==> config.mk <==
export PLATFORM = sky130hd
export DESIGN_NAME = logic_unit_pipe
export DESIGN_NICKNAME = d
export VERILOG_FILES = /design/src/rtl/logic_unit_pipe.sv
export SDC_FILE = /design/constraint.sdc
export NUM_CORES = 1
export LEC_CHECK = 0
export CORE_MARGIN = 3
export CORE_UTILIZATION = 64
export DETAILED_ROUTE_END_ITERATION = 12
export DONT_BUFFER_PORTS = 1
export PLACE_DENSITY_LB_ADDON = 0.3
export SLEW_MARGIN = 20
export SYNTH_ARGS = -nofsm -noshare
export SYNTH_HDL_FRONTEND = slang
export SYNTH_SLANG_ARGS = --single-unit
==> constraint.sdc <==
create_clock -name clk -period 3 [get_ports clk]
set_input_delay 0.75 -clock clk [delete_from_list [all_inputs] [get_ports clk]]
set_output_delay 0.75 -clock clk [all_outputs]
set_load 0.005 [all_outputs]
==> src/rtl/logic_unit_pipe.sv <==
// Bitwise logic unit with a registered 2-entry result buffer and valid/ready on both sides.
// The buffer holds a head (presented on y/zero) and a tail used only when FULL.
module logic_unit_pipe #(
    parameter int data_width = 8
) (
    input  logic                  clk,
    input  logic                  reset,
    input  logic                  in_valid,
    output logic                  in_ready,
    input  logic [data_width-1:0] a,
    input  logic [data_width-1:0] b,
    input  logic [2:0]            op,
    output logic                  out_valid,
    input  logic                  out_ready,
    output logic [data_width-1:0] y,
    output logic                  zero,
    output logic [15:0]           op_count
);

    typedef enum logic [1:0] {
        EMPTY = 2'd0,
        ONE   = 2'd1,
        FULL  = 2'd2
    } state_e;

    state_e                state_q, state_d;
    logic [data_width-1:0] head_y_q, head_y_d;
    logic [data_width-1:0] tail_y_q, tail_y_d;
    logic                  head_z_q, head_z_d;
    logic                  tail_z_q, tail_z_d;
    logic [15:0]           op_count_q, op_count_d;

    logic                  accept;
    logic                  xfer;
    logic [data_width-1:0] result;
    logic                  result_zero;

    // Handshake flags decode only the state register, so out_ready never reaches in_ready.
    assign in_ready  = (state_q != FULL);
    assign out_valid = (state_q != EMPTY);
    assign accept    = in_valid & in_ready;
    assign xfer      = out_valid & out_ready;

    always_comb begin
        result = '0;
        unique case (op)
            3'b000: result = a & b;
            3'b001: result = a | b;
            3'b010: result = a ^ b;
            3'b011: result = ~(a & b);
            3'b100: result = ~(a | b);
            3'b101: result = ~(a ^ b);
            3'b110: result = ~a;
            3'b111: result = a;
            default: result = '0;
        endcase
        result_zero = (result == '0);
    end

    // NOTE: every next-state signal gets its hold value first, so no path can infer a latch.
    always_comb begin
        state_d    = state_q;
        head_y_d   = head_y_q;
        head_z_d   = head_z_q;
        tail_y_d   = tail_y_q;
        tail_z_d   = tail_z_q;
        op_count_d = op_count_q + {15'd0, xfer};

        unique case (state_q)
            EMPTY: begin
                if (accept) begin
                    head_y_d = result;
                    head_z_d = result_zero;
                    state_d  = ONE;
                end
            end
            ONE: begin
                if (accept && xfer) begin
                    head_y_d = result;
                    head_z_d = result_zero;
                end else if (accept) begin
                    tail_y_d = result;
                    tail_z_d = result_zero;
                    state_d  = FULL;
                end else if (xfer) begin
                    state_d  = EMPTY;
                end
            end
            FULL: begin
                if (xfer) begin
                    head_y_d = tail_y_q;
                    head_z_d = tail_z_q;
                    state_d  = ONE;
                end
            end
            default: state_d = EMPTY;
        endcase
    end

    // NOTE: the two buffer slots are reset too; they are tiny, and this keeps y/zero X-free.
    always_ff @(posedge clk) begin
        if (reset) begin
            state_q    <= EMPTY;
            head_y_q   <= '0;
            head_z_q   <= 1'b0;
            tail_y_q   <= '0;
            tail_z_q   <= 1'b0;
            op_count_q <= '0;
        end else begin
            state_q    <= state_d;
            head_y_q   <= head_y_d;
            head_z_q   <= head_z_d;
            tail_y_q   <= tail_y_d;
            tail_z_q   <= tail_z_d;
            op_count_q <= op_count_d;
        end
    end

    // A drained head keeps its stale value, so mask it while EMPTY.
    assign y        = out_valid ? head_y_q : '0;
    assign zero     = out_valid & head_z_q;
    assign op_count = op_count_q;

endmodule

## Word level (Yosys, flattened, before mapping)

Index checks and enable logic that the tools add are counted.

| storage, ports and cells | value |
|---|---|
| register bits | 36 |
| bits of input ports | 23 |
| logic and storage cells | 58 |

| operators by class | value |
|---|---|
| add/sub/neg operators | 1 |
| equal/unequal tests | 15 |
| mux-type cells | 16 |
| bitwise logic cells | 11 |
| reductions and logical operators | 9 |

Operators by type and width:

| kind | count |
|---|---|
| $pmux 8 s8 | 1 |
| $mux 8 | 4 |
| $not 8->8 | 4 |
| $pmux 8 s3 | 1 |
| $add 16x1->16 | 1 |
| $eq 3x3->1 const B | 4 |
| $mux 2 | 5 |
| $ne 2x2->1 const B | 5 |
| $and 8x8->8 | 1 |
| $logic_not 8->1 | 1 |
| $or 8x8->8 | 1 |
| $reduce_and 4->1 | 2 |
| $xor 8x8->8 | 1 |
| $eq 3x2->1 const B | 2 |
| $pmux 2 s3 | 1 |
| $and 1x1->1 | 3 |
| $eq 3x1->1 const B | 1 |
| $logic_not 3->1 | 1 |
| $mux 1 | 3 |
| $ne 3x3->1 const B | 1 |
| $pmux 1 s3 | 1 |
| $reduce_and 3->1 | 1 |
| $reduce_bool 3->1 | 1 |
| $eq 2x1->1 const B | 1 |
| 5 further kinds | 5 |

## Depth between registers and ports, before layout

| depth | value |
|---|---|
| depth after elaboration | 6 |
| depth in mapped cells | 11 |

## Worst setup path after synthesis

OpenSTA, ideal clock, no wires.

| timing path | value |
|---|---|
| path kind | input-to-reg |
| start point | in a[4] |
| end point | reg head_z_q |
| library setup time | 136 ps |
| arrival time | 2179 ps |
| data required time | 2864 ps |
| setup slack | 685 ps |
| stages | 7 |
| path buffers | 0 |
| cells stage by stage | inv_1 ha_1 mux2_1 mux4_2 nor4b_4 a41oi_1 a211oi_2 |

| between the ends | value |
|---|---|
| word-level cells in the longest chain between the ends | 6 |

Ends and longest elaborated chain:

| what | RTL line | source |
|---|---|---|
| start: declaration | 10 | `input logic [data_width-1:0] a,` |
| $xor 8x8->8, or another cell as far along | 49, 52 |  |
| $not 8->8 (on tied branches) | 52, 50, 51 |  |
| $pmux 8 s8 (*) | 46 | `unique case (op)` |
| $logic_not 8->1 (*) | 57 | `result_zero = (result == '0);` |
| $mux 1 (on tied branches) | 78, 71 |  |
| $pmux 1 s3 (*) | 69 | `unique case (state_q)` |
| end signal: assignment | 112 | `head_z_q <= head_z_d;` |
| end: declaration | 29 | `logic head_z_q, head_z_d;` |

Every way passes the cells marked *; elsewhere a longest branch is shown, timed or not. The select of a mux whose other input is x is not followed.
A chain may end at the register's enable or synchronous reset.

## Final worst setup path

| timing path | value |
|---|---|
| start point | reg state_q[1] |
| end point | reg op_count_q[14] (netlist: op_count[14]) |

| between the ends | value |
|---|---|
| word-level cells in the longest chain between the ends | 3 |

Ends and longest elaborated chain:

| what | RTL line | source |
|---|---|---|
| start: declaration | 26 | `state_e state_q, state_d;` |
| start signal: assignment | 110 | `state_q <= state_d;` |
| $reduce_bool 2->1 | 40 | `assign out_valid = (state_q != EMPTY);` |
| $and 1x1->1 | 42 | `assign xfer = out_valid & out_ready;` |
| $add 16x1->16 | 67 | `op_count_d = op_count_q + {15'd0, xfer};` |
| end signal: assignment | 115 | `op_count_q <= op_count_d;` |
| end: declaration | 31 | `logic [15:0] op_count_q, op_count_d;` |

No other way between the ends.

==> flow_summary.yaml <==
detailed_routing:
  route.detailed.drc: 0
  wl_per_cell_um: 13.0
  viasPerCell: 5.74
  vias: 2083
  drtIter0Drc: 130
  drt.antenna.violating_nets: 0
  first_pass_iters: 5
  wl_mm: 4.73
critical_path:
  critPathTopFamily: "simple AND/OR/NAND/NOR gates"
  worst-path-buf-inv: 0
  slowest_stage: "nor2_1"
  cp-start-kind: "register"
  critPathMaxStageDelay_ps: 530
  required_ps: 3190
  cp-end-kind: "register"
  worstPathArrival_ps: 2490
  crit_top_cell: "nor2_1"
  crit_type: "register to register"
  cp_cell_sequence: "nor2_1, nor2b_1, ha_1, ha_1, and3_1, nand4_1, nor2_1, nand4_1, xor2_1, nor2_1"
  critPathMaxFanout: 11
timing:
  tns_ps: 0
  tightest_slew_ps: 701
  finalHoldViolations: 0
  clock_skew_ps: 4.06
  finalMaxSlewViolations: 0
  rsz0062_at_grt: "no"
  maxSlewHeadroom: 0.531
  layout_min_cycle_time_ps: 2310
  setup_slack_ps: 694
  setup_viol: 0
  fmax_mhz: 434
  fin_crit_sh: 0.769
synthesis:
  synth_area_leader_cell: "dfxtp_1"
  synth_top_cells_by_count: "nor2_1, dfxtp_1, nand2_1"
  ys_async_sr_fraction: 0
  ys_top_cells_by_area: "dfxtp_1, ha_1, nor2_1, xor2_1, nand2_1"
  yosys_register_bits: 36
  yosys_warnings: 0
  synth_area_um2: 2570
  postSynthCellCount: 322
  netlist.area_leader.share: 0.280
  synth_most_common_cell: "nor2_1"
  synth_edf_count: 0
  ys_types: 56
  seq_area_frac_synth: 0.280
  synth.net_count: 363
  avgSynthCellArea_um2: 7.99
  ys.flop_type: "dfxtp_1"
clocking:
  clk_latency_ps: 290
  post_cts_buffers: 0
  numCtsBuffers: 5
  cts_tree: "built"
  clock-sinks: 36
  htreeDepth: 2
  clockBufferDepth: 2
  cts_resized: 0
  clk_pin_slew_ps: 70
  cts_hold_buffers: 0
  root_buffer: "clkbuf_8"
grt:
  met2_usage: 0.339
  grt_use_total: 0.210
  grt_first_pass_wirelength_mm: 8.48
  grt_max_degree: 45
  grt_util_met1: 0.258
  antenna_found_initial: 0
  grt.overflow.total: 0
  met3_usage: 0.0652
  gr-max-usage-layer: "met2"
  grt_pass1_vias: 1999
finish:
  seqCellArea_um2: 721
  area_delta_synth_final_pct: 3.11
  multiInputGateArea_um2: 1650
  num-fill-cells: 314
  layout-drive-gt1-share: 0.0698
  fin_util: 0.704
  diodes: 0
  final_cells: 363
  nNetsFinal: 355
floorplan:
  core_region_area_um2: 3770
  io_pins: 50
  dieArea_um2: 4820
  row_count: 22
  die_w_um: 69.4
  initial_core_util: 0.682
  die_y_um: 69.4
hold_path:
  hp-class: "register to register"
placement:
  pre_cts_ws_ps: 594
  gp_congestion: 0.791
  placedCellCount: 355
  io_buffers: 0
  dp_hpwl_mm: 3.50
flow_run:
  cap_violations: 0
power:
  p_leak_nw: 1.10
  power_density_nw_per_um2: 424
  vdd_drop_max_mv: 0.169
outcome:
  status: "finished, final reports clean"
==> registers in the layout, indices dropped and copies added (netlist names) <==
name	flops
tail_y_q	8
head_y_q	8
state_q	2
head_z_q	1
op_count	16
tail_z_q	1
==> where the power goes <==
part	internal (W)	switching [W]	leakage [nW]	total, W
clock	0.000246	0.000176	0.0541	0.000422
sequential	0.000497	0.0000111	0.293	0.000508
combinational	0.0000953	0.0000996	0.754	0.000195
total	0.000838	0.000287	1.10	0.00112
==> cell usage in the layout, fill, tap and decap left out, drive strengths merged, types with 7 or more instances in the layout <==
master / instances
a211oi: 8
a21oi: 17
dfxtp: 36
ha: 18
inv: 26
nand2: 28
nand2b: 7
nor2: 48
nor2b: 16
o21ai: 7
xnor2: 7
xor2: 14
==> worst paths after layout <==
path | from | endpoint | slack [ps] | depth (start not counted)
worst max register to register | state_q[1]$_SDFFE_PP0P_ | op_count[14]$_SDFF_PP0_ | 690 | 10
worst min-delay path | head_y_q[6]$_SDFFE_PP0P_ | head_y_q[6]$_SDFFE_PP0P_ | 440 | 2
worst min register to register | head_y_q[6]$_SDFFE_PP0P_ | head_y_q[6]$_SDFFE_PP0P_ | 440 | 2
worst max-delay path | state_q[1]$_SDFFE_PP0P_ | op_count[14]$_SDFF_PP0_ | 690 | 10
==> logic make-up (layout without fill, tap and decap cells) <==
kind of cell / count (synthesis) / count (layout) / synth area share
adders and majority gates: 18 / 18 / 0.0875
muxes: 10 / 10 / 0.0549
AOI/OAI and AO/OA: 56 / 56 / 0.154
buffers and inverters: 43 / 36 / 0.0792
DFF: 36 / 36 / 0.280
and+or+nand+nor: 138 / 138 / 0.273
xor gates and xnor gates: 21 / 21 / 0.0715
==> metal layers <==
metal,up-vias,wire [um]
met1,944,2250
met4,0,85
li1,1084,-
met5,-,0
met2,48,2120
met3,7,277
==> per-stage QoR <==
step / power (W) / hold WS, ps / area (um2)
final: 0.00112 / 443 / 2650
after global routing: 0.00118 / 473 / 2650
after CTS: 0.00114 / 448 / 2650
after detailed placement: 0.000714 / 438 / 2540
after global placement: 0.000708 / 428 / 2540
after floorplan: 0.000706 / 427 / 2570
==> layout make-up <==
cell class | instances | share of cell area
clock inverter | 3 | 0.0160
tap | 48 | 0.0226
multi-input combinational | 243 | 0.621
sequential | 36 | 0.272
timing repair buffer | 2 | 0.00566
clock buffer | 5 | 0.0259
inverter | 26 | 0.0368
==> tightest hold or removal path, cell delays in order, from the launching register on <==
cell	delay, ps
dfxtp_1	310
nand2_1	50
a21oi_1	50
No activity file was read; power rests on OpenSTA's default activity.
